`src/rtl/uart_rx.sv`:
```
// uart_rx -- 8N1 UART receiver.
//
// Brings the asynchronous serial line into the clk domain through a
// two-flop synchroniser. It detects the falling edge of a start bit and
// re-checks it half a bit later, which rejects glitches. It then samples
// each data bit in the middle of its bit period and assembles the bits
// LSB first. A correctly framed byte is announced with a single-cycle
// rx_valid pulse. If the stop bit is low, the receiver raises a
// single-cycle framing_err pulse and leaves rx_byte unchanged.
//
// Parameters
//   F_CLK        system clock frequency in Hz
//   BAUD         line rate in bit/s; F_CLK/BAUD must be at least 4
//
// Ports
//   clk          system clock; all logic runs on the rising edge
//   rst_n        synchronous reset, active low
//   rx_serial    asynchronous serial input, idle high
//   rx_byte      last correctly framed byte, held until the next good frame
//   rx_valid     1-cycle pulse: rx_byte was updated this cycle
//   rx_active    high while a frame is in progress (start bit up to stop sample)
//   framing_err  1-cycle pulse: the stop bit was sampled low
module uart_rx #(
  parameter int F_CLK = 100000000,
  parameter int BAUD  = 115200
) (
  input  logic       clk,
  input  logic       rst_n,
  input  logic       rx_serial,
  output logic [7:0] rx_byte,
  output logic       rx_valid,
  output logic       rx_active,
  output logic       framing_err
);

  localparam int CLKS_PER_BIT = F_CLK / BAUD;
  localparam int HALF_BIT     = CLKS_PER_BIT / 2;

  localparam logic [15:0] BIT_LAST  = 16'(CLKS_PER_BIT - 1);
  localparam logic [15:0] HALF_LAST = 16'(HALF_BIT - 1);

  localparam logic [2:0] ST_IDLE    = 3'd0;
  localparam logic [2:0] ST_START   = 3'd1;
  localparam logic [2:0] ST_DATA    = 3'd2;
  localparam logic [2:0] ST_STOP    = 3'd3;
  localparam logic [2:0] ST_CLEANUP = 3'd4;

  logic [2:0]  state_reg;
  logic [15:0] clk_count_reg;
  logic [2:0]  bit_index_reg;
  logic [7:0]  shift_reg;
  logic [7:0]  rx_byte_reg;
  logic        rx_valid_reg;
  logic        rx_active_reg;
  logic        framing_err_reg;

  // Both synchroniser flops reset to the idle (high) level. A line that is
  // low while reset is asserted therefore cannot look like a start bit
  // when reset is released.
  logic        rx_meta_reg;
  logic        rx_s_reg;

  always_ff @(posedge clk) begin
    if (!rst_n) begin
      rx_meta_reg     <= 1'b1;
      rx_s_reg        <= 1'b1;
      state_reg       <= ST_IDLE;
      clk_count_reg   <= 16'd0;
      bit_index_reg   <= 3'd0;
      shift_reg       <= 8'h00;
      rx_byte_reg     <= 8'h00;
      rx_valid_reg    <= 1'b0;
      rx_active_reg   <= 1'b0;
      framing_err_reg <= 1'b0;
    end else begin
      rx_meta_reg <= rx_serial;
      rx_s_reg    <= rx_meta_reg;

      // Both status outputs are pulses. They are cleared by default and
      // set only in the cycle after the stop bit is sampled.
      rx_valid_reg    <= 1'b0;
      framing_err_reg <= 1'b0;

      case (state_reg)
        ST_IDLE: begin
          clk_count_reg <= 16'd0;
          bit_index_reg <= 3'd0;
          if (!rx_s_reg) begin
            state_reg     <= ST_START;
            rx_active_reg <= 1'b1;
          end
        end

        // Re-check the line in the middle of the start bit. If the line is
        // high again, the low level was a glitch and no frame started.
        ST_START: begin
          if (clk_count_reg == HALF_LAST) begin
            clk_count_reg <= 16'd0;
            if (!rx_s_reg) begin
              state_reg <= ST_DATA;
            end else begin
              state_reg     <= ST_IDLE;
              rx_active_reg <= 1'b0;
            end
          end else begin
            clk_count_reg <= clk_count_reg + 16'd1;
          end
        end

        // Because the start bit was checked at its midpoint, counting one
        // full bit period from there lands in the middle of each data bit.
        ST_DATA: begin
          if (clk_count_reg == BIT_LAST) begin
            clk_count_reg            <= 16'd0;
            shift_reg[bit_index_reg] <= rx_s_reg;
            if (bit_index_reg != 3'd7) begin
              bit_index_reg <= bit_index_reg + 3'd1;
            end else begin
              bit_index_reg <= 3'd0;
              state_reg     <= ST_STOP;
            end
          end else begin
            clk_count_reg <= clk_count_reg + 16'd1;
          end
        end

        ST_STOP: begin
          if (clk_count_reg == BIT_LAST) begin
            clk_count_reg <= 16'd0;
            if (rx_s_reg) begin
              rx_byte_reg  <= shift_reg;
              rx_valid_reg <= 1'b1;
            end else begin
              framing_err_reg <= 1'b1;
            end
            rx_active_reg <= 1'b0;
            state_reg     <= ST_CLEANUP;
          end else begin
            clk_count_reg <= clk_count_reg + 16'd1;
          end
        end

        // Wait for the line to go high before arming for the next start
        // bit. A break (line held low) therefore cannot retrigger
        // reception. On a normal stop bit the line is already high, so
        // this state lasts one cycle. The remaining half stop bit is
        // absorbed here and in IDLE, which lets back-to-back frames be
        // received.
        ST_CLEANUP: begin
          clk_count_reg <= 16'd0;
          if (rx_s_reg) begin
            state_reg <= ST_IDLE;
          end
        end

        // Unused encodings recover to IDLE. rx_byte is deliberately held.
        default: begin
          state_reg     <= ST_IDLE;
          clk_count_reg <= 16'd0;
          bit_index_reg <= 3'd0;
          rx_active_reg <= 1'b0;
        end
      endcase
    end
  end

  assign rx_byte     = rx_byte_reg;
  assign rx_valid    = rx_valid_reg;
  assign rx_active   = rx_active_reg;
  assign framing_err = framing_err_reg;

endmodule

```
`config.mk`:
```
export PLATFORM = sky130hd
export DESIGN_NAME = uart_rx
export DESIGN_NICKNAME = d
export VERILOG_FILES = /design/src/rtl/uart_rx.sv
export SDC_FILE = /design/constraint.sdc
export NUM_CORES = 1
export LEC_CHECK = 0
export CORE_MARGIN = 4
export CORE_UTILIZATION = 61
export CTS_CLUSTER_SIZE = 40
export DETAILED_ROUTE_END_ITERATION = 8
export GPL_ROUTABILITY_DRIVEN = 0
export PLACE_DENSITY = 0.82
export SETUP_SLACK_MARGIN = 0.05
export SYNTH_ARGS = -nofsm -noshare
export SYNTH_HDL_FRONTEND = slang
export SYNTH_SLANG_ARGS = --single-unit
```
`constraint.sdc`:
```
create_clock -name clk -period 3.73 [get_ports clk]
set_input_delay 0.746 -clock clk [delete_from_list [all_inputs] [get_ports clk]]
set_output_delay 0.746 -clock clk [all_outputs]
set_load 0.01 [all_outputs]
```
Word level (Yosys, flattened, before mapping)

Index checks and enable logic that the tools add are counted.

Reduce and logical (&&, ||, !) cells: 11
$lt $le $gt $ge: 2
Bitwise operators: 2
Mux-type cells: 24
Equal/unequal tests: 14
$add $sub $neg: 2

Operators with widths:

| cell                  | number |
|---|---|
| $mux 16               | 2 |
| $pmux 16 s2           | 1 |
| $mux 3                | 8 |
| $add 16x1->16 const B | 1 |
| $eq 16x10->1 const B  | 1 |
| $eq 16x9->1 const B   | 1 |
| $pmux 3 s5            | 1 |
| $ne 2x2->1 const B    | 7 |
| $bwmux 8              | 1 |
| $mux 1                | 7 |
| $eq 3x2->1 const B    | 2 |
| $pmux 3 s2            | 1 |
| $reduce_and 3->1      | 2 |
| $reduce_and 6->1      | 1 |
| $reduce_and 5->1      | 1 |
| $lt 3x4->1 const B    | 1 |
| $pmux 1 s4            | 1 |
| $reduce_and 2->1      | 2 |
| $reduce_or 2->1       | 2 |
| $add 3x1->3 const B   | 1 |
| $demux 1 s3           | 1 |
| $eq 3x1->1 const B    | 1 |
| $eq 3x3->1 const B    | 1 |
| $ge 3x1->1 const B    | 1 |
| other kinds (6)       | 7 |

Register bits after elaboration: 43
Output and inout bits: 11
Word-level logic and storage cells: 65
Input port bits: 3

Logic depth before layout (Yosys ltp)

Word-level depth: 5
Mapped depth: 8
Gate-level depth less buffers: 7

Worst setup path before layout

Ideal clock, no wire load.

Path kind: reg2reg
Start: register clk_count_reg[15]
End: register bit_index_reg[0]
Arrival: 2.123 ns
Required time: 3.658 ns
Stages on the path, launching flop included: 6
Slack: 1.535 ns
Buffers on the path: 0
Clock period less this slack: 2.195 ns
Library setup time: 0.072 ns
Path through: dfxtp_1 -> or4_1 -> nor4_4 -> o21ai_2 -> or4_1 -> a21oi_1

Cells in the longest elaborated chain, start to end: 3

Ends and longest elaborated chain:

| what                       | RTL line | source |
|---|---|---|
| from (decl)                | 49       | `logic [15:0] clk_count_reg;` |
| from (signal assigned)     | 106      | `clk_count_reg <= clk_count_reg + 16'd1;` |
| from (signal assigned)     | 123      | `clk_count_reg <= clk_count_reg + 16'd1;` |
| from (signal assigned)     | 139      | `clk_count_reg <= clk_count_reg + 16'd1;` |
| $eq 16x10->1               | 113      | `if (clk_count_reg == BIT_LAST) begin` |
| $ne 2x2->1 (no line)       | -        |  |
| $reduce_and 2->1 (no line) | -        |  |
| to (signal assigned)       | 117      | `bit_index_reg <= bit_index_reg + 3'd1;` |
| to (decl)                  | 50       | `logic [2:0] bit_index_reg;` |

No other way between the ends.
A chain may end at the register's enable or synchronous reset.

Final worst setup path

Ends and elaborated chain as after synthesis.

==> out/qor.txt <==
H-tree lvl count = 2
non-filler instance count after layout = 275
IO buf count = 13
vias in the first global route = 1470
critical path required time = 4.03 ns
worst path cell trace = or4_1, nor4_4, o21ai_2, or4_1, a21oi_1
total track usage = 0.1991
HPWL after DPL = 2567 um
area added between synthesis and finish = 12.54%
layout cell share with drive strength beyond 1 = 0.06061
fin crit period = 2.428 ns
wire per inst = 13.54 um
Worst path top cell family by delay = simple AND/OR/NAND/NOR gates
Clock Tree Root = clkbuf_4
type of the worst min-delay path = flip-flop to flip-flop
nature of the critical path startpoint = flip-flop
post-synthesis cell type count = 36
Die ar. = 4138 sq um
pwr/cell area = 366.7 nW/um^2
f_max = 411.8 MHz
area of the core = 3053 sq um
wirelength, routed = 3724 um
reg2reg setup slack = 1.30 ns
Ys Warns = 0
Worst Tran Pin Value = 0.5585 ns
Crit Path Class = flip-flop to flip-flop
Post-Syn Area = 1936 sq um
initial antenna violation count = 0
via-per-instance ratio = 5.676
RSZ-0062 raised after global routing = no
Post-CTS Setup Inserts = 0
max incr delay on CP = 0.62 ns
area leader, netlist = dfxtp_1
I/O pin total = 14
final hold violations = 0
relative slew slack = 0.6249
Gate Count Post-Synth = 218
first-pass GRT wire length = 6513 um
clk sinks = 43
Syn Nets = 225
hold_buf cts = 0
CTS buffer count = 5
Final Cell Area = 2178 sq um
hold slack = 0.4265 ns
Area contributors post-synth = dfxtp_1 44%, mux2i_1 9.3%, nor2_1 8.1%, nand3_1 3.9%, xnor2_1 3.6%
setup violators final = 0
DRT iter0 DRCs = 132
asr flop ratio synth = 0
Worst-path clk slew = 0.14 ns
Die W = 64.33 um
post-synthesis sequential area ratio = 0.4447
Max-Cap Viols = 0
Pleak = 0.8372 nW
Worst Path Arrival = 2.73 ns
total grt overflow = 0
1st-pass router iterations = 5
post-route ant nets = 0
Die H = 64.33 um
Tcrit/Tclk final = 0.6510
DR DRC count = 0
placed cell area = 2093 sq um
Initial Utilization = 0.6340
Main synth FF type = dfxtp_1
Buf+Inv Stages, Crit Path = 0
setup_tns = 0 ns
post-synth top area share = 0.4447
Pins Over Slew Limit = 0
max reg flops = 16
Yosys reg bits = 43
clock skew = 0.01764 ns
crit end category = flip-flop
Avg Cell Area, Syn = 8.879 sq um
CTS tree = done
post-cts repair resize count = 0
Tot Pwr = 0.7988 mW
Worst VDD drop = 0.2631 mV
pin count of the biggest net entering global routing = 19
status = complete, no violations
Ant. Diodes = 0
placed insts = 267
Cell Rows = 20
Longest Clk Path Bufs = 2
Post-synth EDFFs = 0
final net count = 237
routed via count = 1561
worst-path maximum fanout = 10
Most Frequent Cell on Critical Path = or4_1
Skew-Pair Late Insertion Delay = 0.37 ns
CP max-delay cell = or4_1
where the power goes:
group          internal (mW)  leakage, nW  total (mW)  switching [mW]
registers              0.462        0.347       0.469         0.00617
clock network          0.144       0.0458       0.305           0.161
logic                 0.0101        0.444      0.0248          0.0148
total                  0.617        0.837       0.799           0.182
metrics by stage:
step	util	setup WS [ns]
final	0.7135	1.302
after detailed placement	0.6857	1.368
after CTS	0.7135	1.301
after global placement	0.6857	1.375
after floorplan	-	1.535
after global routing	0.7135	1.171
synth_stat cells (all sizes together), types with 6 or more instances:
| master | count |
|---|---|
| dfxtp | 43 |
| nor2 | 42 |
| mux2i | 18 |
| nand2 | 16 |
| nand3 | 15 |
| clkbuf | 8 |
| xnor2 | 8 |
| xor2 | 7 |
| nor3 | 6 |
| nor4 | 6 |
metal layers:
| metal | global-route usage | share of wire | wire [um] | vias to the layer above |
|---|---|---|---|---|
| met5 | 0 | 0 | 0 | - |
| met4 | 0.1055 | 0.019 | 70 | 0 |
| met3 | 0.05097 | 0.035 | 131 | 11 |
| met2 | 0.3209 | 0.49 | 1812 | 27 |
| met1 | 0.2426 | 0.46 | 1709 | 735 |
| li1 | - | - | - | 788 |
worst register-to-register path, cell delays in order (launching register included):
cell	delay (ns)
dfxtp_1	0.35
or4_1	0.62
nor4_4	0.57
o21ai_2	0.18
or4_1	0.51
a21oi_1	0.14
cell usage in the layout, fill, tap and decap left out, types with 6 or more instances in the layout:
cell type / count
xnor2_1: 8
nand3_1: 15
nor2_1: 42
mux2i_1: 18
dfxtp_1: 43
nand2_1: 16
nor3_1: 6
xor2_1: 7
clkdlybuf4s50_1: 13
layout make-up:
type | instances | area, sq um
multi-input cells | 161 | 1021
fillers | 228 | 874.6
flip-flops and latches | 43 | 860.8
repair buffers | 14 | 137.6
well taps | 44 | 55.05
clock inverters | 3 | 47.55
clock buffers | 5 | 37.54
inverters | 5 | 18.77
cells by family after synthesis:
family / count (synthesis) / share of synthesized area
and+or+nand+nor: 108 / 0.2851
DFF: 43 / 0.4447
muxes: 18 / 0.09308
AOI/OAI and AO/OA: 16 / 0.05559
xor gates and xnor gates: 15 / 0.06788
buffers and inverters: 14 / 0.02779
adders and majority gates: 4 / 0.02586
final timing paths:
kind,start,to,cells past startpoint
setup / recovery,clk_count_reg[15],bit_index_reg[0],5
hold / removal,rx_meta_reg,rx_s_reg,1
setup reg to reg,clk_count_reg[15],bit_index_reg[0],5
hold reg to reg,rx_meta_reg,rx_s_reg,1
Power figures use the tool's default switching activity.
